### src/rtl/retire_unit.sv
// retire_unit: consumer end of the ROB commit interface.
// Takes one retiring instruction per cycle, updates the retirement RAT
// (architectural -> physical map) and hands the displaced physical register
// back to the rename free list through a small valid/ready FIFO. The RRAT is
// the precise-state source that recovery logic reads through rrat_rd_*.
module retire_unit #(
    parameter int ARCH_REGS   = 32,
    parameter int PHYS_REGS   = 64,
    parameter int PC_W        = 32,
    parameter int FREEQ_DEPTH = 4,
    localparam int AW = $clog2(ARCH_REGS),
    localparam int PW = $clog2(PHYS_REGS)
) (
    input  logic            clk,
    input  logic            rst_n,
    input  logic            commit_valid,
    output logic            commit_ready,
    input  logic [AW-1:0]   commit_rd_arch,
    input  logic [PW-1:0]   commit_p_new,
    input  logic [PW-1:0]   commit_p_old,
    input  logic            commit_writes_rd,
    input  logic [PC_W-1:0] commit_pc,
    output logic            free_valid,
    input  logic            free_ready,
    output logic [PW-1:0]   free_preg,
    input  logic [AW-1:0]   rrat_rd_idx,
    output logic [PW-1:0]   rrat_rd_preg,
    output logic [31:0]     retired_count,
    output logic [PC_W-1:0] last_retired_pc
);

    localparam int QW = $clog2(FREEQ_DEPTH);
    localparam int CW = $clog2(FREEQ_DEPTH + 1);

    // Retirement RAT; entry 0 stays at its reset value (x0 is hardwired).
    logic [PW-1:0]   rrat_r [ARCH_REGS];

    // Free-list return FIFO.
    logic [PW-1:0]   fq_mem_r [FREEQ_DEPTH];
    logic [QW-1:0]   fq_head_r;
    logic [QW-1:0]   fq_tail_r;
    logic [CW-1:0]   fq_count_r;

    logic [31:0]     retired_count_r;
    logic [PC_W-1:0] last_pc_r;

    logic            fq_full_s;
    logic            accept_s;
    logic            pop_s;
    logic            upd_s;
    logic [CW-1:0]   fq_count_nxt_s;
    logic [PW-1:0]   rrat_rd_preg_s;

    // Handshake decode; commit_ready depends only on FIFO state and the pop.
    assign fq_full_s    = (fq_count_r == CW'(FREEQ_DEPTH));
    assign free_valid   = (fq_count_r != {CW{1'b0}});
    assign free_preg    = fq_mem_r[fq_head_r];
    assign pop_s        = free_valid && free_ready;
    assign commit_ready = !fq_full_s || pop_s;
    assign accept_s     = commit_valid && commit_ready;
    assign upd_s        = accept_s && commit_writes_rd && (commit_rd_arch != {AW{1'b0}});

    // Next FIFO occupancy: push-only grows, pop-only shrinks, both hold.
    always_comb begin
        fq_count_nxt_s = fq_count_r;
        if (upd_s && !pop_s) begin
            fq_count_nxt_s = fq_count_r + CW'(1);
        end else if (!upd_s && pop_s) begin
            fq_count_nxt_s = fq_count_r - CW'(1);
        end else begin
            fq_count_nxt_s = fq_count_r;
        end
    end

    // Recovery read port: registered state only, x0 always reads as 0.
    always_comb begin
        rrat_rd_preg_s = {PW{1'b0}};
        if (rrat_rd_idx == {AW{1'b0}}) begin
            rrat_rd_preg_s = {PW{1'b0}};
        end else begin
            rrat_rd_preg_s = rrat_r[rrat_rd_idx];
        end
    end

    assign rrat_rd_preg = rrat_rd_preg_s;

    // RRAT update: identity map at reset, new mapping on each writing retire.
    always_ff @(posedge clk or negedge rst_n) begin
        if (!rst_n) begin
            for (int i = 0; i < ARCH_REGS; i++) begin
                rrat_r[i] <= PW'(i);
            end
        end else if (upd_s) begin
            rrat_r[commit_rd_arch] <= commit_p_new;
        end
    end

    // FIFO storage: the displaced mapping is written at the tail on each update.
    always_ff @(posedge clk or negedge rst_n) begin
        if (!rst_n) begin
            for (int i = 0; i < FREEQ_DEPTH; i++) begin
                fq_mem_r[i] <= {PW{1'b0}};
            end
        end else if (upd_s) begin
            fq_mem_r[fq_tail_r] <= commit_p_old;
        end
    end

    // FIFO pointers and occupancy; pointers wrap naturally at the power-of-2 depth.
    always_ff @(posedge clk or negedge rst_n) begin
        if (!rst_n) begin
            fq_head_r  <= {QW{1'b0}};
            fq_tail_r  <= {QW{1'b0}};
            fq_count_r <= {CW{1'b0}};
        end else begin
            if (upd_s) begin
                fq_tail_r <= fq_tail_r + QW'(1);
            end
            if (pop_s) begin
                fq_head_r <= fq_head_r + QW'(1);
            end
            fq_count_r <= fq_count_nxt_s;
        end
    end

    // Retirement statistics: every accepted commit counts, writing or not.
    always_ff @(posedge clk or negedge rst_n) begin
        if (!rst_n) begin
            retired_count_r <= 32'd0;
            last_pc_r       <= {PC_W{1'b0}};
        end else if (accept_s) begin
            retired_count_r <= retired_count_r + 32'd1;
            last_pc_r       <= commit_pc;
        end
    end

    assign retired_count   = retired_count_r;
    assign last_retired_pc = last_pc_r;

endmodule

### config.mk
export PLATFORM = sky130hd
export DESIGN_NAME = retire_unit
export DESIGN_NICKNAME = d
export VERILOG_FILES = /design/src/rtl/retire_unit.sv
export SDC_FILE = /design/constraint.sdc
export NUM_CORES = 1
export LEC_CHECK = 0
export CAP_MARGIN = 10
export CELL_PAD_IN_SITES_DETAIL_PLACEMENT = 1
export CELL_PAD_IN_SITES_GLOBAL_PLACEMENT = 1
export CORE_MARGIN = 2
export CORE_UTILIZATION = 28
export DETAILED_ROUTE_END_ITERATION = 16
export GPL_TIMING_DRIVEN = 0
export PLACE_DENSITY = 0.56
export SYNTH_ARGS = -nofsm -noshare
export SYNTH_HDL_FRONTEND = slang
export SYNTH_SLANG_ARGS = --single-unit
### constraint.sdc
create_clock -name clk -period 6.35 [get_ports clk]
set_input_delay 1.27 -clock clk [delete_from_list [all_inputs] [get_ports clk]]
set_output_delay 1.27 -clock clk [all_outputs]
set_load 0.02 [all_outputs]
## After elaboration in Yosys (flattened, before gate mapping)

Index checks and enable logic that the tools add are counted.
Widths: inputs -> output; s select.

| storage, ports and cells | value |
|---|---|
| register bits after elaboration | 287 |
| bits of input ports | 59 |
| output and inout port bits | 78 |
| word-level logic and storage cells | 88 |

| operators by class | value |
|---|---|
| $add $sub $neg | 5 |
| magnitude comparators | 6 |
| eq/ne operators | 1 |
| mux-type cells | 15 |
| bitwise gates (word level) | 4 |
| reduce and logical (&&, ||, !) cells | 16 |

Operators by type and width:

| operator | number |
|---|---|
| $bwmux 192 | 1 |
| $mux 6 | 7 |
| $add 32x1->32 const B | 1 |
| $bmux 6 s5 | 1 |
| $demux 6 s5 | 1 |
| $bwmux 24 | 1 |
| $bmux 6 s2 | 1 |
| $demux 6 s2 | 1 |
| $ge 6x6->1 const B | 2 |
| $not 5->6 | 2 |
| $logic_and 1x1->1 | 8 |
| $ge 3x3->1 const B | 2 |
| $lt 6x1->1 const B | 1 |
| $mux 3 | 2 |
| $not 2->3 | 2 |
| $logic_not 5->1 | 1 |
| $reduce_bool 5->1 | 1 |
| $add 2x1->2 const B | 2 |
| $add 3x1->3 const B | 1 |
| $eq 3x3->1 const B | 1 |
| $logic_not 1->1 | 3 |
| $lt 3x1->1 const B | 1 |
| $reduce_bool 3->1 | 1 |
| $sub 3x1->3 const B | 1 |
| other kinds (2) | 2 |

## Depth between registers and ports, before layout

| logic depth | value |
|---|---|
| depth after elaboration | 10 |
| mapped depth | 9 |
| mapped depth without buffers | 8 |

## Worst setup path after synthesis

OpenSTA, ideal clock, no wires.

| path | value |
|---|---|
| path kind | input-to-output |
| from | input rrat_rd_idx[1] |
| to | output rrat_rd_preg[0] |
| arrival | 2.825 ns |
| path slack | 2.255 ns |
| stages | 7 |
| buffers on the path | 3 |
| cells stage by stage | buf_6 > buf_8 > buf_6 > mux2i_1 > a221oi_1 > o21ai_0 > a311oi_1 |

| between the ends | value |
|---|---|
| longest elaborated chain between the ends | 5 |
| elaborated cells between the ends (all ways) | 6 |

Ends and longest elaborated chain:

| item | line | text |
|---|---|---|
| from (decl) | 26 | `input logic [AW-1:0] rrat_rd_idx,` |
| $not 5->6 (not written as such) | 81 | `rrat_rd_preg_s = rrat_r[rrat_rd_idx];` |
| $bmux 6 s5 | 81 |  |
| $mux 6 (not written as such) (2 in series) | 81 |  |
| $mux 6 (*) | 78 | `if (rrat_rd_idx == {AW{1'b0}}) begin` |
| to (decl) | 27 | `output logic [PW-1:0] rrat_rd_preg,` |

Every way passes the cells marked *; elsewhere a longest branch is shown, timed or not. The select of a mux whose other input is x is not followed.

## Final worst setup path

| path | value |
|---|---|
| from | input rrat_rd_idx[0] |
| to | output rrat_rd_preg[3] |

Same word-level chain as after synthesis.

==> results.toml <==
[run_status]
status = "complete, no violations"

[cells_and_area]
final_layout_size_suffix_gt1_share_pct = 37.01
final_cell_mix = "sky130_fd_sc_hd__dfrtp_1 (207), sky130_fd_sc_hd__mux2_2 (200), sky130_fd_sc_hd__clkdlybuf4s50_1 (132)"
insertedDiodeCount = 0
final_net_count = 1190
final_common_cell = "sky130_fd_sc_hd__dfrtp_1"
flow.area_growth_from_synthesis_pct = 25.82

[worst_setup_path]
path_max_fanout = 10
critical_path.slowest_cell = "sky130_fd_sc_hd__clkdlybuf4s50_1"
crit_family = "buffers and inverters"
worstPathArrival_ns = 4.32
worstPathBufferInverterCount = 4
setup.worst_path.class = "input pin to output pin"
timing.critical_path.mode_cell = "sky130_fd_sc_hd__clkdlybuf4s50_1"
crit_path_end_kind = "output pin"
cp-start-kind = "input pin"
timing.critical_path.slowest_cell_delay_ns = 0.68
crit_path_cell_trace = "clkdlybuf4s50_1 -> buf_2 -> clkbuf_1 -> and2_1 -> a22oi_1 -> a311oi_1 -> clkdlybuf4s50_1"
worst_ep_required_ns = 5.08

[power_and_ir_drop]
p_per_area_mw_per_mm2 = 350.1
sequentialPowerShare_pct = 42.0
cellLeakagePower_nw = 7.083
internal_power_mw = 4.186
total_power_mw = 5.777
p_sw_mw = 1.591
share_of_total_power_in_combinational_logic_pct = 21.5
max-vdd-ir-drop_uv = 209.6
netSwitchingFraction_pct = 27.54
power.clock.fraction_pct = 36.5

[run]
maxCapViolCount = 0

[clocking]
clock-sinks = 287
cts_htree_levels = 2
post_cts.repair.setup_buffers = 0
cts-resized-gates = 0
path_clk_slew_ns = 0.05
clock_tree.root_cell = "sky130_fd_sc_hd__clkbuf_16"
tritoncts_clock_tree = "built"
cts-hold-fix-buffers = 0
cts.path.max_buffers = 3
clkLatencyLatePin_ns = 0.55
cts_buffers = 37

[sta]
worst_hold_slack_across_all_endpoints_ns = 0.4591
fin_worst_skew_ns = 0.01248
grt_setup_unrepaired = "no"
final-setup-viol-count = 0
post-route-period-util_pct = 88.00
number_of_max_slew_violations_in_the_final_report = 0
finalSetupTns_ns = 0
timing.slew.headroom_pct = 45.79
timing_worst_slew_pin_value_ns = 0.8131
fmax_ghz = 0.1790
final-hold-violation-count = 0
timing.final.ws_setup_ns = 0.7621
final_critical_period_ns = 5.588

[drt]
wl_mm = 36.85
drcViolationCount = 0
initialDrtViolationCount = 385
first_pass_iters = 4
routed_wire_length_per_instance_um = 20.96
drtAntennaViolNets = 0
route.detailed.vias_per_inst = 4.713
dr_total_vias = 8285

[synth]
postSynthRegisterBits = 287
synth_area_per_cell_um2 = 13.82
synthesis.yosys.warnings = 0
synth_area_mm2 = 0.01312
ys_seq_area_share_pct = 55.52
netlist_instances = 949
synthesis.nets = 1015
post_synth_num_cell_types = 45

[die]
total_i_o_pin_count = 137
initial_core_utilization_pct = 28.29
dieArea_mm2 = 0.04859
die_w_um = 220.4
core_region_area_mm2 = 0.04636
chipHeight_um = 220.4
core.rowCount = 79

[placement]
hpwlAfterDp_mm = 25.65
globalplace.congestion = 0.7403
port-buffer-count = 133
detailedPlace.worstSlack_ns = 0.6913

[global_route]
global_route.overflow_total = 0
grt_start_max_net_pins = 76
grt_antenna_before_repair = 0
grt_use_total_pct = 15.94
grt_first_pass_wirelength_mm = 58.12
first_global_vias = 9202

[hold_path]
min-delay-path-class = "flip-flop to flip-flop"
synth_stat cells, drive strengths merged:
master	n	area (µm²)
mux2	217	2444
dfrtp	207	5180
nand2	120	460.4
dfstp	80	2102
mux4	48	1081
nor2	40	150.1
clkbuf	29	108.9
buf	28	181.4
xor2	22	192.7
xnor2	15	131.4
mux2i	13	130.1
nand4	13	147.6
o21ai	12	60.06
nor2b	10	62.56
nor4	10	62.56
nand3	9	45.04
nor3	9	45.04
inv	8	30.03
a211oi	7	52.55
and4	6	52.55
ha	6	75.07
a221oi	5	43.79
a22oi	5	37.54
a311oi	5	43.79
and2	4	25.02
and3	3	18.77
nand3b	3	22.52
or2	3	18.77
or3	3	18.77
or3b	2	17.52
fa	1	20.02
nand2b	1	6.260
o2111a	1	11.26
o2111ai	1	8.760
o21a	1	7.510
or4	1	7.510
or4b	1	13.76
registers in the layout, summed over array words and instances (netlist names):
register,cells
fq_count_r,3
fq_head_r,2
fq_mem_r,24
fq_tail_r,2
last_retired_pc,32
retired_count,32
rrat_r,192
kinds of logic after synthesis:
kind of cell               after synthesis  synth area share (%)
and+or+nand+nor                        238                 8.957
adders and majority gates                7                0.7250
xor gates and xnor gates                37                 2.471
AOI/OAI and AO/OA                       37                 2.022
muxes                                  278                 27.86
buffers and inverters                   65                 2.442
DFF                                    287                 55.52
layout make-up:
cell class,count,area (µm²)
Buffer,57,290.3
Clock buffer,57,1081
Clock inverter,9,127.6
Fill cell,4803,29850
Inverter,8,30.03
Multi-Input combinational cell,597,5514
Sequential cell,287,7282
Tap cell,607,759.5
Timing Repair Buffer,136,1419
worst paths after layout:
path / from / end / slack (ns) / cells after the start
max: rrat_rd_idx[0] / rrat_rd_preg[3] / 0.76 / 7
min: rrat_r[188] / rrat_r[188] / 0.46 / 1
max reg2reg: fq_count_r[0] / fq_count_r[1] / 3.96 / 7
min reg2reg: rrat_r[188] / rrat_r[188] / 0.46 / 1
max in group asynchronous: rst_n / rrat_r[60] / 4.08 / 4
min in group asynchronous: rst_n / last_retired_pc[8] / 0.70 / 1
worst register-to-register path, cell delays in order, from the launching register on:
cell,delay [ns]
sky130_fd_sc_hd__dfrtp_1,0.43
sky130_fd_sc_hd__or4b_4,0.57
sky130_fd_sc_hd__o2111a_1,0.13
sky130_fd_sc_hd__buf_2,0.19
sky130_fd_sc_hd__ha_1,0.23
sky130_fd_sc_hd__inv_1,0.07
sky130_fd_sc_hd__fa_1,0.40
sky130_fd_sc_hd__mux2_2,0.26
metal layers:
metal	GRT usage (%)	share of wire, %	vias to the layer above
li1	-	-	3751
met1	21.10	45	4381
met2	26.44	50	105
met3	3.299	3.7	48
met4	4.430	2.1	0
met5	0	0	-
metrics by stage:
stage	utilization (%)	area, µm²	cells
final	35.60	16500	1758
after CTS	35.60	16500	1758
after global placement	32.80	15210	1689
after detailed placement	32.99	15290	1692
after global routing	35.60	16500	1758
after floorplan	-	13120	949
power groups by stage:
stage	Sequential [mW]	Clock (mW)	Combinational, mW
after global placement	2.45	0	1.23
final	2.43	2.11	1.24
after detailed placement	2.46	0	1.26
after floorplan	2.47	0	0.713
after global routing	2.48	2.26	1.35
after CTS	2.43	2.19	1.27
(Power assumes the default switching activity.)
==> patch, RTL diff (config.mk and constraints unchanged) <==
Change the parameter `PC_W` from 32 to 24.
--- a/src/rtl/retire_unit.sv
+++ b/src/rtl/retire_unit.sv
@@ -7,5 +7,5 @@
     parameter int ARCH_REGS   = 32,
     parameter int PHYS_REGS   = 64,
-    parameter int PC_W        = 32,
+    parameter int PC_W        = 24,
     parameter int FREEQ_DEPTH = 4,
     localparam int AW = $clog2(ARCH_REGS),
Ports: changed (resized commit_pc and last_retired_pc); port bits go from 137 to 121. The function was not compared with the original's and may differ.
==> patch against the unedited design <==
  * Critical path depth is 2 higher
  * Power is 3.8% lower
  * Hold slack worse by 2.2 ps
  * Synthesized cell count is 5.2% lower
  * Sequential power is 3% lower
  * Combinational power is 6% lower
  * Clock skew hardly changed
  * Synthesized area is 3.7% lower
  * Global-route usage is 1.1 points lower
  * Setup slack worse by 420 ps
  * Sequential cell count is 8 lower
  * Non-clock buffer count is 25 lower
  * Final area is 4.2% lower
  * Routed wire length is 8.2% lower
==> patch: results (changes against the unedited design) <==
run_status:
  status: "finished clean"
global_route:
  grt_pass1_vias: 8805  # -4.3%
  grt_pass1_wl_mm: 53.0  # -8.7%
  grt_antenna_before_repair: 1  # +1
  grt_use_total_pct: 14.8  # -1.1 points
  grt_max_degree: 114  # +50%
routing:
  routed_via_density: 4.73  # +0.35%
  drtIter0Drc: 295  # -23%
  routed_wl_mm: 33.8  # -8.2%
placement:
  placedCellCount: 1611  # -4.8%
  hpwl_mm: 23.7  # -7.6%
  globalplace.congestion: 0.748  # +1.1%
  portBuffers: 117  # -12%
  placed_area_sq_um: 14600  # -4.5%
  post-place-ws_ps: -336  # -1030 ps
critical_path:
  slowest_delay_ps: 720  # +40 ps
  crit_arrival_ps: 4730  # +410 ps
  cp-startpoint: "rrat_rd_idx[2]"
  r2r_slack_ps: 3520  # -440 ps
timing:
  worst_slack_ps: 345  # -417 ps
  fin_skew_ps: 12.5  # -0.000200 ps
  whs_ps: 457  # -2.19 ps
  tightestPinTransition_ps: 930  # +116 ps
synth:
  synthTopCellsByArea: "dfrtp_1 (39%), mux2_2 (19%), dfstp_2 (17%)"
  ys_seq_area_share_pct: 56.1  # +0.56 points
  ys_types: 42  # -6.7%
  synth_common_cells: "mux2_2 (209), dfrtp_1 (199), nand2_1 (95)"
  synth_nets: 958  # -5.6%
  syn_inst: 900  # -5.2%
finish:
  drive_gt1_share_pct: 38.4  # +1.3 points
  largest_reg_flops: 192  # unchanged
  fill_cells: 4634  # -3.5%
  fin_nets: 1115  # -6.3%
  seq_area_sq_um: 7080  # -2.7%
  final_cells: 1676  # -4.7%
clock_tree:
  clock_latency_ps: 510  # -40 ps
  numCtsBuffers: 36  # -2.7%
  cts_resized: 5  # +5
  htreeDepth: 2  # unchanged
pwr:
  cellLeakagePower_nw: 6.72  # -5.1%
  ir_drop_v: 0.000140  # -33%
hold_path:
  min-delay-start: "rrat_r[188]$_DFFE_PN0P_"
patch: changes by cell type after synthesis, sizes merged, moves of 5 or more:
cell	before	now
a311oi	5	0
clkbuf	29	35
xnor2	15	21
nor2b	10	5
a211oi	7	2
a21oi	0	6
nor2	40	47
nor4	10	3
xor2	22	16
buf	28	14
nand2	120	95
dfrtp	207	199
patch: power breakdown:
part / switching [mW] / leakage, nW / internal [mW] / total (mW)
Clock: 0.763 / 0.580 / 1.28 / 2.04
Combinational: 0.531 / 2.73 / 0.627 / 1.16
Sequential: 0.188 / 3.41 / 2.17 / 2.36
patch: cells by family after synthesis:
logic type,after synthesis,share of synthesized area [%]
multiplexers,283,29.5
flip-flops,279,56.1
AND/OR/NAND/NOR,204,7.49
buffers and inverters,56,1.85
XOR/XNOR,37,2.57
AO/OA/AOI/OAI,34,1.72
adder cells (fa/ha/maj),7,0.753
patch: layout make-up:
type | count | share of cell area [%]
diodes | 2 | 0.0317
flip-flops and latches | 279 | 44.8
multi-input cells | 565 | 33.6
inverters | 7 | 0.166
repair buffers | 119 | 7.79
clock inverters | 4 | 0.459
well taps | 592 | 4.69
plain buffers | 49 | 1.38
clock buffers | 59 | 7.08
patch: metal layers:
metal,vias to the layer above,GRT usage (%),part of all wire [%]
li1,3543,-,-
met1,4235,19.2,44
met2,93,25.2,50
met3,55,2.34,3.0
met4,0,4.86,2.6
met5,-,0,0
patch: path summary, 6_finish.rpt:
path / endpoint / cells after the start
hold reg to reg: rrat_r[188]$_DFFE_PN0P_ / 1
hold / removal: rrat_r[188]$_DFFE_PN0P_ / 1
min in group asynchronous: fq_mem_r[14]$_DFFE_PN0P_ / 1
setup / recovery: rrat_rd_preg[2] / 9
setup reg to reg: rrat_r[41]$_DFFE_PN0P_ / 7
max in group asynchronous: rrat_r[69]$_DFFE_PN0P_ / 3
